===== config.mk =====
export PLATFORM = sky130hd
export DESIGN_NAME = edf_irq_ctrl
export DESIGN_NICKNAME = d
export VERILOG_FILES = /design/src/rtl/edf_irq_ctrl.sv
export SDC_FILE = /design/constraint.sdc
export NUM_CORES = 1
export LEC_CHECK = 0
export BUFFER_PORTS_ARGS = -buffer_cell sky130_fd_sc_hd__clkbuf_2
export CORE_AREA = 4 4 120 122
export CTS_CLUSTER_SIZE = 10
export DETAILED_ROUTE_END_ITERATION = 10
export DIE_AREA = 0 0 124 126
export HOLD_SLACK_MARGIN = 0.12
export PLACE_DENSITY_LB_ADDON = 0.15
export SLEW_MARGIN = 15
export SYNTH_ARGS = -nofsm -noshare
export SYNTH_HDL_FRONTEND = slang
export SYNTH_SLANG_ARGS = --single-unit
export TNS_END_PERCENT = 50

===== constraint.sdc =====
create_clock -name clk_i -period 6.4 [get_ports clk_i]
set_input_delay 0.96 -clock clk_i [delete_from_list [all_inputs] [get_ports clk_i]]
set_output_delay 0.96 -clock clk_i [all_outputs]
set_load 0.01 [all_outputs]

===== src/rtl/edf_irq_ctrl.sv =====
// -----------------------------------------------------------------------------
// edf_irq_ctrl
//
// Core-side interrupt controller that sits directly downstream of the EDF
// arbiter. The arbiter's current winner is offered to the hart only when
// its absolute deadline is strictly earlier than the deadline of the handler
// already in service. When the hart accepts, a one-cycle claim pulse goes
// back to the arbiter. A bounded stack of in-service deadlines lets nested
// handlers resume with the correct preemption threshold after mret.
//
// Optional feature macro: EDF_IRQ_CTRL_NEST_EN
//   defined   : nesting up to NestDepth handlers, deadline-gated preemption
//   undefined : no stack, effective depth 1, offers gated only by level==0
//
// Parameters:
//   IdWidth   - width of the interrupt id
//   TsWidth   - deadline/timestamp width
//   NestDepth - maximum number of nested in-service handlers (>=1)
//
// Ports:
//   clk_i         in   clock
//   rst_i         in   asynchronous, active-high reset
//   arb_valid_i   in   arbiter has a pending winner
//   arb_id_i      in   arbiter winner id
//   arb_dl_i      in   winner absolute deadline
//   arb_ready_o   out  one-cycle claim pulse to the arbiter/gateways
//   core_irq_o    out  interrupt offered to the hart
//   core_irq_id_o out  id of the offered interrupt
//   core_ack_i    in   hart takes the offered interrupt (pulse)
//   core_mret_i   in   hart completes the current handler (pulse)
//   cur_dl_o      out  deadline in service, all-ones when idle
//   nest_level_o  out  number of handlers in service
//   err_o         out  sticky protocol error, cleared only by reset
// -----------------------------------------------------------------------------
module edf_irq_ctrl #(
    parameter int IdWidth   = 2,
    parameter int TsWidth   = 64,
    parameter int NestDepth = 4
) (
    input  logic                           clk_i,
    input  logic                           rst_i,
    input  logic                           arb_valid_i,
    input  logic [IdWidth-1:0]             arb_id_i,
    input  logic [TsWidth-1:0]             arb_dl_i,
    output logic                           arb_ready_o,
    output logic                           core_irq_o,
    output logic [IdWidth-1:0]             core_irq_id_o,
    input  logic                           core_ack_i,
    input  logic                           core_mret_i,
    output logic [TsWidth-1:0]             cur_dl_o,
    output logic [$clog2(NestDepth+1)-1:0] nest_level_o,
    output logic                           err_o
);

    localparam int LvlW = $clog2(NestDepth + 1);

`ifdef EDF_IRQ_CTRL_NEST_EN
    localparam int EffDepth = NestDepth;
`else
    localparam int EffDepth = 1;
`endif

    typedef enum logic [1:0] {
        IDLE  = 2'd0,
        OFFER = 2'd1,
        CLAIM = 2'd2
    } state_t;

    state_t              state;
    logic [IdWidth-1:0]  offer_id;
    logic [TsWidth-1:0]  offer_dl;
    logic [TsWidth-1:0]  cur_dl;
    logic [LvlW-1:0]     level;
    logic                err;

    logic                eligible;
    logic                push;
    logic                pop;
    logic                proto_err;
    logic [TsWidth-1:0]  pop_dl;

    // An arbiter winner may be offered only while there is room for one more
    // nested handler. With nesting enabled it must also strictly beat the
    // threshold in service; an equal deadline never preempts.
`ifdef EDF_IRQ_CTRL_NEST_EN
    assign eligible = arb_valid_i && (level < LvlW'(EffDepth)) && (arb_dl_i < cur_dl);
`else
    assign eligible = arb_valid_i && (level == '0);
`endif

    // A simultaneous mret wins over an ack, so an ack only pushes when alone.
    assign push      = (state == OFFER) && core_ack_i && !core_mret_i;
    assign pop       = core_mret_i && (level != '0);
    assign proto_err = (core_mret_i && (level == '0)) ||
                       (core_ack_i && ((state != OFFER) || core_mret_i));

`ifdef EDF_IRQ_CTRL_NEST_EN
    logic [TsWidth-1:0] stack_q [NestDepth];

    // Saved thresholds of interrupted handlers; entry i holds the threshold
    // that was in force while level was i, so a pop reads entry level-1.
    always_ff @(posedge clk_i or posedge rst_i) begin
        if (rst_i) begin
            for (int i = 0; i < NestDepth; i++) begin
                stack_q[i] <= '1;
            end
        end else begin
            for (int i = 0; i < NestDepth; i++) begin
                if (push && (level == LvlW'(i))) begin
                    stack_q[i] <= cur_dl;
                end
            end
        end
    end

    // Select the entry that becomes the threshold on return from a handler.
    always_comb begin
        pop_dl = '1;
        for (int i = 0; i < NestDepth; i++) begin
            if (level == LvlW'(i + 1)) begin
                pop_dl = stack_q[i];
            end
        end
    end
`else
    // Single-level build: returning from the only handler means idle.
    assign pop_dl = '1;
`endif

    // Offer/claim FSM plus the in-service threshold, level and sticky error.
    // mret is honoured in every state and uses the pre-update threshold for
    // this cycle's eligibility; the popped value takes effect next cycle.
    always_ff @(posedge clk_i or posedge rst_i) begin
        if (rst_i) begin
            state    <= IDLE;
            offer_id <= '0;
            offer_dl <= '1;
            cur_dl   <= '1;
            level    <= '0;
            err      <= 1'b0;
        end else begin
            if (proto_err) begin
                err <= 1'b1;
            end
            if (pop) begin
                cur_dl <= pop_dl;
                level  <= level - LvlW'(1);
            end

            unique case (state)
                IDLE: begin
                    if (eligible) begin
                        offer_id <= arb_id_i;
                        offer_dl <= arb_dl_i;
                        state    <= OFFER;
                    end
                end
                OFFER: begin
                    if (push) begin
                        cur_dl <= offer_dl;
                        level  <= level + LvlW'(1);
                        state  <= CLAIM;
                    end else if (core_ack_i || !eligible) begin
                        state <= IDLE;
                    end else if (arb_id_i != offer_id) begin
                        offer_id <= arb_id_i;
                        offer_dl <= arb_dl_i;
                    end
                end
                CLAIM: begin
                    state <= IDLE;
                end
                default: begin
                    state <= IDLE;
                end
            endcase
        end
    end

    assign core_irq_o    = (state == OFFER);
    assign arb_ready_o   = (state == CLAIM);
    assign core_irq_id_o = offer_id;
    assign cur_dl_o      = cur_dl;
    assign nest_level_o  = level;
    assign err_o         = err;

endmodule

Yosys cells after proc, flatten, opt, wreduce, memory -nomap -nowiden
Index checks and enable logic that the tools add are counted.

operators by class
  multiplexer cells = 20
  multipliers = 0
  reductions and logical operators = 17
  add/subtract/negate cells = 2
  equal/unequal tests = 9
  $lt $le $gt $ge = 0
  divide/modulo/power cells = 0
  shift-type cells = 0
  bitwise logic cells = 0

operator list
  kind                                                 count
  2-to-1 mux 64 bit                                    7
  case mux 64 bit (2 select lines)                     1
  2-to-1 mux 2 bit                                     7
  2-to-1 mux 3 bit                                     3
  case mux 2 bit (2 select lines)                      2
  logical AND 1 bit                                    6
  != test 2 bit, second input constant                 3
  AND reduction 5 bit                                  1
  != test 2 x 1 -> 1 bit, second input constant        2
  adder 3 x 1 -> 3 bit, second input constant          1
  logical NOT 3 bit                                    1
  logical OR 1 bit                                     3
  != test 3 x 1 -> 1 bit, second input constant        1
  nonzero test 3 bit                                   1
  subtractor 3 x 1 -> 3 bit, second input constant     1
  equality test 2 x 1 -> 1 bit, second input constant  1
  equality test 2 bit, second input constant           1
  logical NOT 1 bit                                    2
  logical NOT 2 bit                                    1
  != test 2 bit                                        1
  AND reduction 2 bit                                  1
  nonzero test 2 bit                                   1

storage, ports and cells
  memories kept = 0
  memory bits (writable) = 0
  bits in latches = 0
  input bits = 71
  output and inout port bits = 72
  word-level logic and storage cells = 54
  ROM bits = 0
  register bits = 136

Depth between registers and ports, before layout
  depth in word-level cells = 7
  mapped depth = 8
  mapped depth without buffers = 6

Worst setup path after synthesis
No wires, ideal clock.

  path kind = input-to-reg
  start point = input port arb_id_i[1]
  end point = register offer_dl[21]
  stages = 5
  setup slack = 4276 ps
  arrival = 2041 ps
  buffers on the path = 1
  cells stage by stage = xor2_1 o21ai_1 a21oi_4 buf_6 mux2_4

on the way
  word-level cells in the longest chain between the ends = 3

RTL lines
  element                           RTL line  text
  start: declaration                43        input logic [IdWidth-1:0] arb_id_i,
  != test 2 bit                     165       end else if (arb_id_i != offer_id) begin
  != test 2 x 1 -> 1 bit (no line)  --
  AND reduction 5 bit (no line)     --
  end signal: assignment            154       offer_dl <= arb_dl_i;
  end signal: assignment            167       offer_dl <= arb_dl_i;
  end: declaration                  71        logic [TsWidth-1:0] offer_dl;

No other way between the ends.
A chain may end at the register's enable or synchronous reset.

Worst setup path after layout
  start point = register level[0] (netlist: nest_level_o[0])
  end point = register offer_dl[18]

on the way
  word-level cells in the longest chain between the ends = 6

RTL lines
  element                          RTL line  text
  start: declaration               73        logic [LvlW-1:0] level;
  start signal: assignment         147       level <= level - LvlW'(1);
  start signal: assignment         161       level <= level + LvlW'(1);
  logical NOT 3 bit *              88        assign eligible = arb_valid_i && (level == '0);
  logical AND 1 bit *              88
  logical NOT 1 bit                163       end else if (core_ack_i || !eligible) begin
  logical OR 1 bit                 163
  != test 2 bit (no line)          --
  AND reduction 5 bit (no line) *  --

Every way passes the cells marked *; elsewhere a longest branch is shown, timed or not.

==> flow_summary.toml <==
[worst_hold_path]
min_path_type = "reg -> reg"
whs_path_depth = 1

[setup_path]
path_class = "reg -> reg"
ff2ff_setup_slack_ns = 3.38
required_ns = 6.73
cp-start-kind = "flop"
reg2reg_depth = 7
critical_path_arrival_ns = 3.35
crit_path_end_kind = "flop"
cp_max_fo = 33

[clock_network]
cts_tree = "built"
clock_path_buffers = 2
clock-sinks = 136
cts_resized = 0
clk_pin_slew_ns = 0.05
insertion_delay_ns = 0.41
post_cts_buffers = 0
clockRootBuffer = "clkbuf_16"
postCtsHoldBufs = 0
cts_buffers = 17
htreeDepth = 4

[layout]
layout.nets = 536
layout_commonest_cell = "clkbuf_2"
drive_gt1_share_pct = 78.3
area_growth_pct = 26.9
final_cells = 651
fin_util_pct = 50.4
num_antenna_cells = 0
final_cell_mix = "142 x clkbuf_2, 128 x dfstp_2, 64 x o22a_1"

[placed_design]
dp.cells = 619
hpwl_mm = 7.19
port_buffers = 142
gp_congestion = 0.703

[timing]
fin_setup_tns_ns = 0
fin_crit_ns = 3.02
rsz0062_at_grt = "no"
slew_violations = 0
finalHoldViolations = 0
fin_worst_skew_ns = 0.00480
slew_headroom_pct = 24.6
setup_violations = 0
worst_pin_slew_ns = 1.13
clock.fmax_mhz = 331
timing.hold.ws_ns = 0.464
fin_crit_sh_pct = 47.2

[grt]
grt_pass1_vias = 3502
antenna_found_initial = 0
met2_usage_pct = 23.2
gr-max-usage-layer = "met2"
grt_pass1_wl_mm = 18.1
met1_usage_pct = 18.8
gr-usage-all-layers_pct = 15.2
use_met3_pct = 6.86
overflow = 0
grt_max_degree = 81

[synth]
synthTopCellsByArea = "dfstp_2 64%, mux2_2 12%, o22a_1 11%, dfrtp_1 3.8%, mux2_4 2.9%"
yosysSeqAreaShare_pct = 68.0
ys_warn_count = 0
ys_ff_latch = 136
synth_cells = 317
avgSynthCellArea_sq_um = 16.5
syn-num-nets = 391
synth_top_area_share_pct = 64.1
synth_compound_area_share_pct = 11.7
synth_top_family_by_area = "multiplexers"
netlist_area_sq_um = 5240
synth-simple-area-share_pct = 1.36
synth_xor_area_share_pct = 0.501
synth_fa_ha_area_share_pct = 0.716
yosysUniqueCellTypes = 27
post-synth-top-area-cell = "dfstp_2"
muxShareOfSynthArea_pct = 14.9

[route]
wl_per_cell_microns = 17.4
drc = 0
wirelength_mm = 11.3
antenna_left = 0
firstDrtPassIters = 4
vias = 3209
vias_per_cell = 4.93
drt-initial-drc-count = 113

[floorplan]
core_sq_um = 13200
die_h_microns = 126
die_w_microns = 124
start_util_pct = 39.8
die_area_sq_um = 15600
pin_count = 143
rows = 42

[power_and_ir_drop]
ir_drop_mv = 0.186
power_density_nw_per_um2 = 483
p_leak_nw = 2.78

[run_status]
status = "finished clean"

[job]
maxCapViolCount = 0
==> metal layers <==
| metal | part of all wire [%] | wire length, microns |
|---|---|---|
| met2 | 47 | 5330 |
| met5 | 0 | 0 |
| met3 | 8.6 | 975 |
| met1 | 43 | 4880 |
| met4 | 1.3 | 147 |
==> logic make-up after synthesis <==
kind of cell               count (synthesis)
AOI/OAI and AO/OA                         71
xor gates and xnor gates                   3
DFF                                      136
and+or+nand+nor                           13
adders and majority gates                  3
muxes                                     66
buffers and inverters                     25
==> synthesized netlist by cell type <==
| cell type | count |
|---|---|
| dfstp_2 | 128 |
| o22a_1 | 64 |
| mux2_2 | 56 |
| mux2_4 | 10 |
| buf_2 | 9 |
| dfrtp_1 | 8 |
| buf_6 | 6 |
| inv_1 | 5 |
| nand2_1 | 4 |
| clkbuf_1 | 3 |
| ha_1 | 3 |
| buf_1 | 2 |
| nand2b_1 | 2 |
| nand3b_1 | 2 |
| nor2b_1 | 2 |
| xor2_1 | 2 |
| a21oi_1 | 1 |
| a21oi_4 | 1 |
| and2b_1 | 1 |
| nand3_1 | 1 |
| nor2_1 | 1 |
| o21a_1 | 1 |
| o21ai_0 | 1 |
| o21ai_1 | 1 |
| o221ai_1 | 1 |
| o22ai_1 | 1 |
| xnor2_1 | 1 |
==> final cells by class <==
class / count / area (sq um)
Inverter: 5 / 21.3
Clock buffer: 23 / 478
Tap cell: 176 / 220
Timing Repair Buffer: 146 / 741
Multi-Input combinational cell: 156 / 1530
Sequential cell: 136 / 3560
Clock inverter: 9 / 97.6
Fill cell: 1141 / 6540
==> stage by stage <==
step	cell area, sq um	setup slack (ns)	power (mW)
floorplan	5240	2.01	2.07
global placement	6080	2.99	2.27
detailed placement	6080	2.99	2.30
CTS	6650	3.30	3.27
global route	6650	3.11	3.40
finish	6650	3.38	3.21
==> path summary, 6_finish.rpt <==
| path | from | endpoint |
|---|---|---|
| setup / recovery | nest_level_o[0] | offer_dl[18] |
| hold / removal | err_o | err_o |
| setup reg to reg | nest_level_o[0] | offer_dl[18] |
| hold reg to reg | err_o | err_o |
| max in group asynchronous | rst_i | cur_dl_o[38] |
| min in group asynchronous | rst_i | nest_level_o[2] |
==> report_power, final <==
part	internal, mW	switching, mW
clock	0.599	0.337
sequential	1.37	0.166
combinational	0.403	0.340
total	2.37	0.843
==> critical path: stages, from the launching register on <==
cell and delay, ns:
dfrtp_1 0.39, inv_1 0.12, ha_1 0.18, nor2b_1 0.20, nand3b_1 0.16, a21oi_4 0.87
buf_4 0.60, mux2_2 0.40
==> state kept, by name (all words and copies together) (netlist names) <==
signal and count:
core_irq_id_o 2, cur_dl_o 64, err_o 1, offer_dl 64
state 2, nest_level_o 3
(Power assumes the default switching activity.)
